**config.mk**
```make
export PLATFORM = sky130hd
export DESIGN_NAME = pipeline_sequencer
export DESIGN_NICKNAME = d
export VERILOG_FILES = /design/src/rtl/pipeline_sequencer.sv
export SDC_FILE = /design/constraint.sdc
export NUM_CORES = 1
export LEC_CHECK = 0
export ABC_CLOCK_PERIOD_IN_PS = 2800
export BUFFER_PORTS_ARGS = -buffer_cell sky130_fd_sc_hd__buf_2
export CAP_MARGIN = 30
export CORE_MARGIN = 2
export CORE_UTILIZATION = 50
export CTS_BUF_LIST = sky130_fd_sc_hd__clkbuf_16
export DETAILED_ROUTE_END_ITERATION = 16
export HOLD_SLACK_MARGIN = 0.05
export PLACE_DENSITY = 0.72
export SKIP_LAST_GASP = 1
export SYNTH_ARGS = -nofsm -noshare
export SYNTH_HDL_FRONTEND = slang
export SYNTH_SLANG_ARGS = --single-unit
```
**constraint.sdc**
```tcl
create_clock -name clk_i -period 2.8 [get_ports clk_i]
set_input_delay 0.7 -clock clk_i [delete_from_list [all_inputs] [get_ports clk_i]]
set_output_delay 0.7 -clock clk_i [all_outputs]
set_load 0.1 [all_outputs]
```
**src/rtl/pipeline_sequencer.sv**
```systemverilog
// Stall/flush sequencer for the 5-stage pipeline: boot hold, data-memory
// wait with timeout, fetch-wait bubbles and saturating event counters.
//
// state     | meaning
// BOOT      | post-reset hold, every enable/request low
// RUN       | normal issue; front-end rules applied in priority order
// DMEM_WAIT | whole pipe frozen until the data memory acks
// ERROR     | memory timeout, everything low, sticky until reset
module pipeline_sequencer #(
    parameter int unsigned BOOT_CYCLES = 2,
    parameter int unsigned MAX_WAIT    = 16,
    parameter int unsigned CNT_WIDTH   = 16
) (
    input  logic                 clk_i,
    input  logic                 rst_i,
    input  logic                 stall_req_i,
    input  logic                 branch_taken_i,
    input  logic                 imem_ack_i,
    input  logic                 dmem_op_i,
    input  logic                 dmem_ack_i,
    output logic                 imem_req_o,
    output logic                 dmem_req_o,
    output logic                 pc_write_o,
    output logic                 if_id_write_o,
    output logic                 if_id_flush_o,
    output logic                 id_ex_write_o,
    output logic                 id_ex_flush_o,
    output logic                 ex_mem_write_o,
    output logic                 mem_wb_write_o,
    output logic                 error_o,
    output logic [CNT_WIDTH-1:0] stall_cnt_o,
    output logic [CNT_WIDTH-1:0] flush_cnt_o
);

    typedef enum logic [1:0] {BOOT, RUN, DMEM_WAIT, ERROR} state_t;

    localparam logic [3:0] BOOT_LAST = 4'(BOOT_CYCLES - 1);
    localparam logic [7:0] MAX_W     = 8'(MAX_WAIT);

    state_t               state_q, state_d;
    logic [3:0]           boot_cnt_q, boot_cnt_d;
    logic [7:0]           wait_cnt_q, wait_cnt_d;
    logic [7:0]           imem_cnt_q, imem_cnt_d;
    logic                 error_q, error_d;
    logic [CNT_WIDTH-1:0] stall_cnt_q, stall_cnt_d;
    logic [CNT_WIDTH-1:0] flush_cnt_q, flush_cnt_d;

    logic       fe_pc_w, fe_ifid_w, fe_ifid_f, fe_idex_f, fe_timeout;
    logic [7:0] fe_imem_cnt;

    // Front-end rules (stall > branch > fetch wait > normal), shared by RUN and the DMEM ack cycle
    always_comb begin
        fe_pc_w     = 1'b1;
        fe_ifid_w   = 1'b1;
        fe_ifid_f   = 1'b0;
        fe_idex_f   = 1'b0;
        fe_imem_cnt = imem_cnt_q;
        if (stall_req_i) begin
            fe_pc_w   = 1'b0;
            fe_ifid_w = 1'b0;
            fe_idex_f = 1'b1;
        end else if (branch_taken_i) begin
            fe_ifid_f   = 1'b1;
            fe_imem_cnt = 8'd0;
        end else if (!imem_ack_i) begin
            fe_pc_w     = 1'b0;
            fe_ifid_w   = 1'b0;
            fe_idex_f   = 1'b1;
            fe_imem_cnt = imem_cnt_q + 8'd1;
        end else begin
            fe_imem_cnt = 8'd0;
        end
        fe_timeout = (fe_imem_cnt == MAX_W);
    end

    // Next-state and output decode
    always_comb begin
        state_d        = state_q;
        boot_cnt_d     = boot_cnt_q;
        wait_cnt_d     = wait_cnt_q;
        imem_cnt_d     = imem_cnt_q;
        error_d        = error_q;
        imem_req_o     = 1'b0;
        dmem_req_o     = 1'b0;
        pc_write_o     = 1'b0;
        if_id_write_o  = 1'b0;
        if_id_flush_o  = 1'b0;
        id_ex_write_o  = 1'b0;
        id_ex_flush_o  = 1'b0;
        ex_mem_write_o = 1'b0;
        mem_wb_write_o = 1'b0;
        unique case (state_q)
            BOOT: begin
                if (boot_cnt_q == BOOT_LAST) begin
                    state_d    = RUN;
                    boot_cnt_d = 4'd0;
                end else begin
                    boot_cnt_d = boot_cnt_q + 4'd1;
                end
            end
            RUN: begin
                imem_req_o = 1'b1;
                dmem_req_o = dmem_op_i;
                if (dmem_op_i && !dmem_ack_i) begin
                    state_d    = DMEM_WAIT;
                    wait_cnt_d = 8'd1;
                end else begin
                    pc_write_o     = fe_pc_w;
                    if_id_write_o  = fe_ifid_w;
                    if_id_flush_o  = fe_ifid_f;
                    id_ex_write_o  = 1'b1;
                    id_ex_flush_o  = fe_idex_f;
                    ex_mem_write_o = 1'b1;
                    mem_wb_write_o = 1'b1;
                    imem_cnt_d     = fe_imem_cnt;
                    if (fe_timeout) begin
                        state_d = ERROR;
                        error_d = 1'b1;
                    end
                end
            end
            DMEM_WAIT: begin
                imem_req_o = 1'b1;
                dmem_req_o = 1'b1;
                if (dmem_ack_i) begin
                    pc_write_o     = fe_pc_w;
                    if_id_write_o  = fe_ifid_w;
                    if_id_flush_o  = fe_ifid_f;
                    id_ex_write_o  = 1'b1;
                    id_ex_flush_o  = fe_idex_f;
                    ex_mem_write_o = 1'b1;
                    mem_wb_write_o = 1'b1;
                    imem_cnt_d     = fe_imem_cnt;
                    wait_cnt_d     = 8'd0;
                    state_d        = RUN;
                    if (fe_timeout) begin
                        state_d = ERROR;
                        error_d = 1'b1;
                    end
                end else begin
                    wait_cnt_d = wait_cnt_q + 8'd1;
                    if (wait_cnt_d == MAX_W) begin
                        state_d = ERROR;
                        error_d = 1'b1;
                    end
                end
            end
            ERROR: error_d = 1'b1;
            default: state_d = BOOT;
        endcase
    end

    // Saturating event counters; PC-frozen cycles only count while issuing or waiting
    always_comb begin
        stall_cnt_d = stall_cnt_q;
        flush_cnt_d = flush_cnt_q;
        if ((state_q == RUN || state_q == DMEM_WAIT) && !pc_write_o && stall_cnt_q != '1)
            stall_cnt_d = stall_cnt_q + 1'b1;
        if (if_id_flush_o && flush_cnt_q != '1)
            flush_cnt_d = flush_cnt_q + 1'b1;
    end

    // State, counter and error registers
    always_ff @(posedge clk_i or posedge rst_i) begin
        if (rst_i) begin
            state_q     <= BOOT;
            boot_cnt_q  <= '0;
            wait_cnt_q  <= '0;
            imem_cnt_q  <= '0;
            error_q     <= 1'b0;
            stall_cnt_q <= '0;
            flush_cnt_q <= '0;
        end else begin
            state_q     <= state_d;
            boot_cnt_q  <= boot_cnt_d;
            wait_cnt_q  <= wait_cnt_d;
            imem_cnt_q  <= imem_cnt_d;
            error_q     <= error_d;
            stall_cnt_q <= stall_cnt_d;
            flush_cnt_q <= flush_cnt_d;
        end
    end

    assign error_o     = error_q;
    assign stall_cnt_o = stall_cnt_q;
    assign flush_cnt_o = flush_cnt_q;

endmodule
```
==> qor.log, run 1 <==
INFO  sta            slew_headroom=0.616
INFO  synth          synthDominantCellAreaShare=0.452
INFO  place          portBuffers=48
INFO  routing        drt-pass1-iter-count=4
INFO  pwr            vdd_drop_max=0.841mV
INFO  routing        vias=2452
INFO  sta            finalHoldWorstSlack=0.400ns
INFO  clock_network  cts.root.buffer_cell=clkbuf_16
INFO  global_route   fraction_of_met1_tracks_used_by_global_routing=0.271
INFO  clock_network  clock_tree_from_tritoncts=done
INFO  clock_network  cts_buffers=5
INFO  global_route   use_met2=0.335
INFO  synth          synth-warning-count=0
INFO  die            die_area=0.00673mm^2
INFO  global_route   wire_length_of_the_first_global_routing_pass=10400um
INFO  synth          synth-edff-count=0
INFO  synth          synthDominantAreaCellType=dfrtp_1
INFO  sta            max_freq=382MHz
INFO  critical_path  cp_max_fo=7
INFO  synth          ys.flop_type=dfrtp_1
INFO  sta            hold_viol_final=0
INFO  place          dp.final_hpwl=4630um
INFO  routing        drt_wl_total=6180um
INFO  synth          syn-cell-area=0.00305mm^2
INFO  global_route   antenna_found_initial=0
INFO  final_layout   drive_gt1_frac=0.227
INFO  global_route   grt_pass1_vias=2255
INFO  global_route   grt.busiest_layer=met2
INFO  final_layout   antenna_diode_count=0
INFO  synth          syn_nets=323
INFO  critical_path  worstSetupEndpointType=primary output
INFO  synth          synth_area_leaders=dfrtp_1 45%, xnor2_1 5.7%, xor2_1 4.9%, nand2_1 3.9%, ha_1 3.7%
INFO  sta            final.setup.tns=0ns
INFO  clock_network  clock_transition_at_the_register_clock_pins_on_the_worst_setup_and_hold_paths_after_cts=0.07ns
INFO  sta            report.final.setup_viol=0
INFO  critical_path  setup.worst_path.class=reg2out
INFO  synth          ys_ff_latch=55
INFO  synth          postSynthAreaPerCell=9.92um^2
INFO  routing        drt_first_iter_violations=108
INFO  pwr            cellPowerDensity=992mW/mm^2
INFO  place          place.detailed.instances=428
INFO  global_route   grt_remaining_overflow=0
INFO  flow_run       maxCapViolations=0
INFO  sta            clock_skew=0.00636ns
INFO  clock_network  clkLatencyLatePin=0.29ns
INFO  synth          synth.yosys.seq_area_share=0.452
INFO  die            chipWidth=82.1um
INFO  final_layout   syn2layout_area_growth=20.2%
INFO  die            core_footprint=0.00592mm^2
INFO  synth          synth_async_sr_flop_share=1.00
INFO  final_layout   num-nets-final=376
INFO  clock_network  cts_buffer_depth=2
INFO  final_layout   stdcell_count=436
INFO  global_route   globalRouteMet3Util=0.0330
INFO  global_route   pin_count_of_the_biggest_net_entering_global_routing=22
INFO  synth          synth_most_common_cell=dfrtp_1
INFO  min_path       min_path_type=in2async
INFO  synth          number_of_instances_in_the_synthesized_netlist=307
INFO  clock_network  clock_sink_count=55
INFO  sta            rsz0062_at_grt=false
INFO  die            die_h=82.1um
INFO  die            num_rows=28
INFO  synth          synth_top_cells_by_count=55 x dfrtp_1, 32 x nand2_1, 21 x nor2_1, 21 x o21ai_0, 20 x xnor2_1
INFO  sta            min_period_over_period=0.934
INFO  routing        drcViolationCount=0
INFO  sta            worstMarginPinSlew=0.576ns
INFO  critical_path  worst_setup_path_start_kind=flip-flop
INFO  global_route   all_layer_global_routing_usage=0.201
INFO  critical_path  crit_arrival=1.92ns
INFO  routing        post_drt_wl_per_cell=14.2um
INFO  pwr            p_leak=0.00169uW
INFO  routing        antenna_left=0
INFO  die            io_pins=49
INFO  clock_network  cts_max_level=2
INFO  critical_path  worstPathRequired=2.10ns
INFO  outcome        result_of_the_run=finished, final reports clean
INFO  clock_network  cts_hold_buffers=0
INFO  routing        route.detailed.vias_per_inst=5.62
INFO  die            start_util=0.515
INFO  sta            finalCriticalPeriod=2.62ns
INFO  place          routabilityCongestion=0.836
INFO  sta            timing.final.max_slew_violations=0
INFO  synth          distinct_cell_type_count_of_the_synthesized_netlist=58
## per-layer routing
metal,vias up,share of wire
li1,1212,-
met1,1176,0.48
met2,59,0.47
met3,5,0.042
met4,0,0.011
met5,-,0
## power breakdown
part / switching (uW) / internal, uW
Clock: 280 / 330
Sequential: 156 / 916
Combinational: 1440 / 510
## cell type report
class | count | area, um^2
Inverter | 12 | 48.8
Timing Repair Buffer | 53 | 383
Tap cell | 75 | 93.8
Fill cell | 523 | 2260
Clock inverter | 3 | 20.0
Sequential cell | 55 | 1380
Clock buffer | 5 | 125
Multi-Input combinational cell | 233 | 1620
## path summary, 6_finish.rpt
check,start,end,slack [ns],depth (start not counted)
worst max-delay path,state_q[1],if_id_flush_o,0.18,6
worst min-delay path,rst_i,stall_cnt_o[11],0.40,2
worst max register to register,state_q[0],stall_cnt_o[15],0.59,7
worst min register to register,boot_cnt_q[3],boot_cnt_q[3],0.49,1
max in group asynchronous,rst_i,boot_cnt_q[1],1.79,3
min in group clk_i,boot_cnt_q[3],boot_cnt_q[3],0.49,1
## critical path, cell delays in order, from the launching register on
cell and delay (ns):
dfrtp_1 0.41, inv_1 0.16, ha_2 0.27, a21o_1 0.18, nand4_1 0.25, inv_1 0.18
buf_12 0.18
## cells in the final DEF (no fill, tap or decap), types with 2 or more instances in the layout
cell        instances
nand2_1            32
nor2_1             18
nand3_1            14
nor4_1              2
or4_1               2
nor2b_1             4
nor3_1              8
nand2b_1            4
clkinvlp_4          2
a211oi_1            3
ha_1                7
and4b_1             4
a21oi_1             9
o31ai_1             5
buf_12              7
dfrtp_1            55
and3_1              5
mux2i_1             2
xnor2_1            20
xor2_1             17
clkbuf_16           5
inv_1              10
nand4_1            11
o21ai_0            21
nor2_2              2
a31oi_1             6
buf_2              41
buf_4               5
## what timing repair did
action / 4_1_cts / 5_1_grt
setup buffers: 0 / 0
endpoints found under the setup margin: 0 / 1
resized for setup: 0 / 1
## flip-flops by register name, indices dropped and copies added, names as in the netlist
signal / cells
error_o: 1
imem_cnt_q: 8
wait_cnt_q: 8
state_q: 2
stall_cnt_o: 16
boot_cnt_q: 4
flush_cnt_o: 16
## logic make-up after synthesis
| kind of cell | count (synthesis) | share of synthesized area |
|---|---|---|
| fa+ha+maj | 9 | 0.0370 |
| xor+xnor | 37 | 0.106 |
| simple gates | 121 | 0.214 |
| compound gates | 62 | 0.148 |
| buf+inv | 19 | 0.0287 |
| flops | 55 | 0.452 |
| mux | 4 | 0.0140 |
## metrics by stage
stage	util	total power (uW)	setup slack, ns	instance area (um^2)
6_report	0.619	3630	0.184	3660
5_1_grt	0.619	3830	0.0505	3660
4_1_cts	0.618	3660	0.141	3660
3_5_place_dp	0.594	3040	0.354	3510
3_3_place_gp	0.594	3030	0.386	3510
2_1_floorplan	-	2630	0.0712	3090
Note: power is estimated with default switching activity, not from simulation.
==> run 2: changes to the inputs <==
--- a/config.mk
+++ b/config.mk
@@ -5,7 +5,7 @@
 export SDC_FILE = /design/constraint.sdc
 export NUM_CORES = 1
 export LEC_CHECK = 0
-export ABC_CLOCK_PERIOD_IN_PS = 2800
+export ABC_CLOCK_PERIOD_IN_PS = 3300
 export BUFFER_PORTS_ARGS = -buffer_cell sky130_fd_sc_hd__buf_2
 export CAP_MARGIN = 30
 export CORE_MARGIN = 2
==> constraint.sdc (replaced) <==
create_clock -name clk_i -period 3.3 [get_ports clk_i]
set_input_delay 0.825 -clock clk_i [delete_from_list [all_inputs] [get_ports clk_i]]
set_output_delay 0.825 -clock clk_i [all_outputs]
set_load 0.1 [all_outputs]
==> run 2 against run 1 <==
Against the previous run: clock power fell by 11%; power fell by 18%; first-iteration DRC count rose by 13%; largest power group unchanged; largest cell class unchanged.
==> qor.log, run 2 (synthesis gave the netlist of run 1 again) <==
INFO  place          detailedPlace.worstSlack=0.361ns [+0.00704 ns]
INFO  pwr            share_clk_of_total_power=0.182 [+0.014]
INFO  sta            clock_skew=0.00664ns [+0.000280 ns]
INFO  die            io_pins=49 [unchanged]
INFO  routing        drt_first_iter_violations=122 [+13%]
INFO  critical_path  critical_path.startpoint=state_q[0]
INFO  clock_network  clock_transition_at_the_register_clock_pins_on_the_worst_setup_and_hold_paths_after_cts=0.07ns [about the same]
INFO  routing        route.detailed.vias_per_inst=5.61 [-0.28%]
INFO  place          routabilityCongestion=0.795 [-4.9%]
INFO  final_layout   layout_commonest_cell=dfrtp_1
INFO  routing        drcViolationCount=0 [unchanged]
INFO  sta            min_period_over_period=0.941
INFO  sta            finalCriticalPeriod=3.10ns
INFO  die            num_rows=28 [unchanged]
INFO  pwr            power.share.sequential=0.306 [+0.011]
INFO  critical_path  setup_crit_end=ex_mem_write_o
INFO  sta            timing.final.max_slew_violations=0 [unchanged]
INFO  die            core_footprint=0.00592mm^2 [unchanged]
INFO  pwr            report.power.total=2980uW [-18%]
INFO  critical_path  worstSetupEndpointType=primary output
INFO  routing        drt_wl_total=6290um [+1.8%]
INFO  clock_network  post_cts_resize_count=0 [unchanged]
INFO  critical_path  minimum_setup_slack_among_reg_to_reg_paths=0.81ns [+0.22 ns]
INFO  sta            final.setup.tns=0ns [unchanged]
INFO  final_layout   drive_gt1_frac=0.220 [-0.00709]
INFO  clock_network  cts_setup_buffers=0 [unchanged]
INFO  clock_network  clock_sink_count=55 [unchanged]
INFO  routing        vias=2434 [-0.73%]
INFO  final_layout   syn2layout_area_growth=15.8%
INFO  sta            worstMarginPinSlew=0.721ns [+0.146 ns]
INFO  pwr            cellPowerDensity=845mW/mm^2 [-15%]
INFO  clock_network  cts_buffer_depth=2 [unchanged]
INFO  clock_network  cts_hold_buffers=0 [unchanged]
INFO  final_layout   num-nets-final=374 [-0.53%]
INFO  pwr            p_comb_frac=0.511 [-0.026]
INFO  critical_path  worstPathRequired=2.47ns [+0.37 ns]
INFO  die            die_h=82.1um [unchanged]
INFO  place          portBuffers=48 [unchanged]
INFO  pwr            power.switching_fraction=0.537 [+0.0203]
INFO  routing        post_drt_wl_per_cell=14.5um [+2.2%]
INFO  global_route   grt_pass1_vias=2239 [-0.71%]
INFO  pwr            power.switching=1600uW [-15%]
INFO  outcome        result_of_the_run=finished, final reports clean
INFO  critical_path  setup.worst_path.class=reg2out
INFO  final_layout   antenna_diode_count=0 [unchanged]
INFO  final_layout   layout.filler_cells=524 [+0.19%]
INFO  sta            max_freq=322MHz
INFO  critical_path  worst_setup_path_start_kind=flip-flop
INFO  global_route   wire_length_of_the_first_global_routing_pass=10600um [+1.5%]
INFO  die            die_area=0.00673mm^2 [unchanged]
INFO  sta            hold_viol_final=0 [unchanged]
INFO  global_route   grt_remaining_overflow=0 [unchanged]
INFO  clock_network  cts.root.buffer_cell=clkbuf_16
INFO  critical_path  ff_to_ff_path_depth=7 [unchanged]
INFO  sta            rsz0062_at_grt=false
INFO  pwr            internal_power=1380uW [-21%]
INFO  critical_path  cp_max_fo=8 [+1]
INFO  clock_network  cts_buffers=5 [unchanged]
INFO  place          dp.final_hpwl=4630um [+0.13%]
INFO  global_route   all_layer_global_routing_usage=0.205 [+0.00430]
INFO  critical_path  worst_flop_to_flop_path_startpoint=state_q[0]
INFO  sta            timing.final.ws_setup=0.196ns [+0.0121 ns]
INFO  min_path       min_path_type=reg2reg
INFO  min_path       min_delay_path_depth=2
INFO  flow_run       maxCapViolations=0 [unchanged]
INFO  clock_network  cts_max_level=2 [unchanged]
INFO  global_route   antenna_found_initial=0 [unchanged]
INFO  sta            report.final.setup_viol=0 [unchanged]
INFO  routing        antenna_left=0 [unchanged]
INFO  die            chipWidth=82.1um [unchanged]
INFO  clock_network  clkLatencyLatePin=0.30ns [about the same]
INFO  final_layout   mostFrequentLayoutCells=55 x dfrtp_1, 48 x buf_2, 32 x nand2_1, 21 x o21ai_0, 20 x xnor2_1
INFO  pwr            p_leak=0.00166uW [-1.7%]
INFO  min_path       hold_path.startpoint=error_o
INFO  die            start_util=0.515 [unchanged]
INFO  critical_path  crit_arrival=2.28ns [+0.36 ns]
INFO  routing        drt-pass1-iter-count=4 [unchanged]
INFO  critical_path  worstReg2RegEnd=flush_cnt_o[11]
INFO  pwr            vdd_drop_max=0.558mV [-34%]
INFO  global_route   pin_count_of_the_biggest_net_entering_global_routing=29 [+32%]
INFO  clock_network  clock_tree_from_tritoncts=done
INFO  sta            slew_headroom=0.516 [-0.0993]
==> run 2: cell count changes in the layout (fill, tap and decap cells not counted), moves of 2 or more <==
cell    change
inv_6       +2
buf_12      -7
buf_4       -2
buf_2       +7
==> run 2: metal layers <==
| metal | up-vias | wire length (um) | GRT usage |
|---|---|---|---|
| li1 | 1210 | - | - |
| met5 | - | 0 | 0 |
| met4 | 0 | 37 | 0.0517 |
| met1 | 1166 | 2960 | 0.282 |
| met3 | 4 | 294 | 0.0505 |
| met2 | 54 | 2990 | 0.327 |
==> run 2: area by class of cell <==
| class | instances | area (um^2) | share of cell area |
|---|---|---|---|
| clock inverters | 3 | 22.5 | 0.00639 |
| well taps | 75 | 93.8 | 0.0266 |
| repair buffers | 51 | 263 | 0.0745 |
| clock buffers | 5 | 125 | 0.0355 |
| flip-flops and latches | 55 | 1380 | 0.390 |
| multi-input cells | 233 | 1600 | 0.453 |
| inverters | 12 | 48.8 | 0.0138 |
==> run 2: how the worst min path moves through the flow <==
stage,endpoint,slack [ns]
6_report,error_o,0.48
3_5_place_dp,error_o,0.47
3_3_place_gp,error_o,0.45
5_1_grt,error_o,0.50
4_1_cts,error_o,0.49
2_1_floorplan,boot_cnt_q[3],0.45
==> run 2: critical path, cell delays in order (launching register included) <==
cell and delay [ns]:
dfrtp_1 0.46, inv_1 0.12, ha_1 0.30, a21o_1 0.23
nand3_1 0.24, clkinvlp_4 0.20, buf_2 0.44
==> run 2: power groups by stage <==
stage | Clock (uW) | Sequential (uW) | Combinational, uW
2_1_floorplan | 0 | 1340 | 858
3_3_place_gp | 0 | 918 | 1510
3_5_place_dp | 0 | 922 | 1530
4_1_cts | 557 | 912 | 1540
5_1_grt | 587 | 932 | 1620
6_report | 543 | 914 | 1520
==> run 2: per-stage QoR <==
step / cells / hold slack (ns) / util / cell area [um^2]
CTS: 434 / 0.487 / 0.596 / 3530
finish: 434 / 0.478 / 0.596 / 3530
global placement: 426 / 0.452 / 0.571 / 3380
detailed placement: 426 / 0.470 / 0.571 / 3380
floorplan: 307 / 0.454 / - / 3070
global route: 434 / 0.504 / 0.596 / 3530
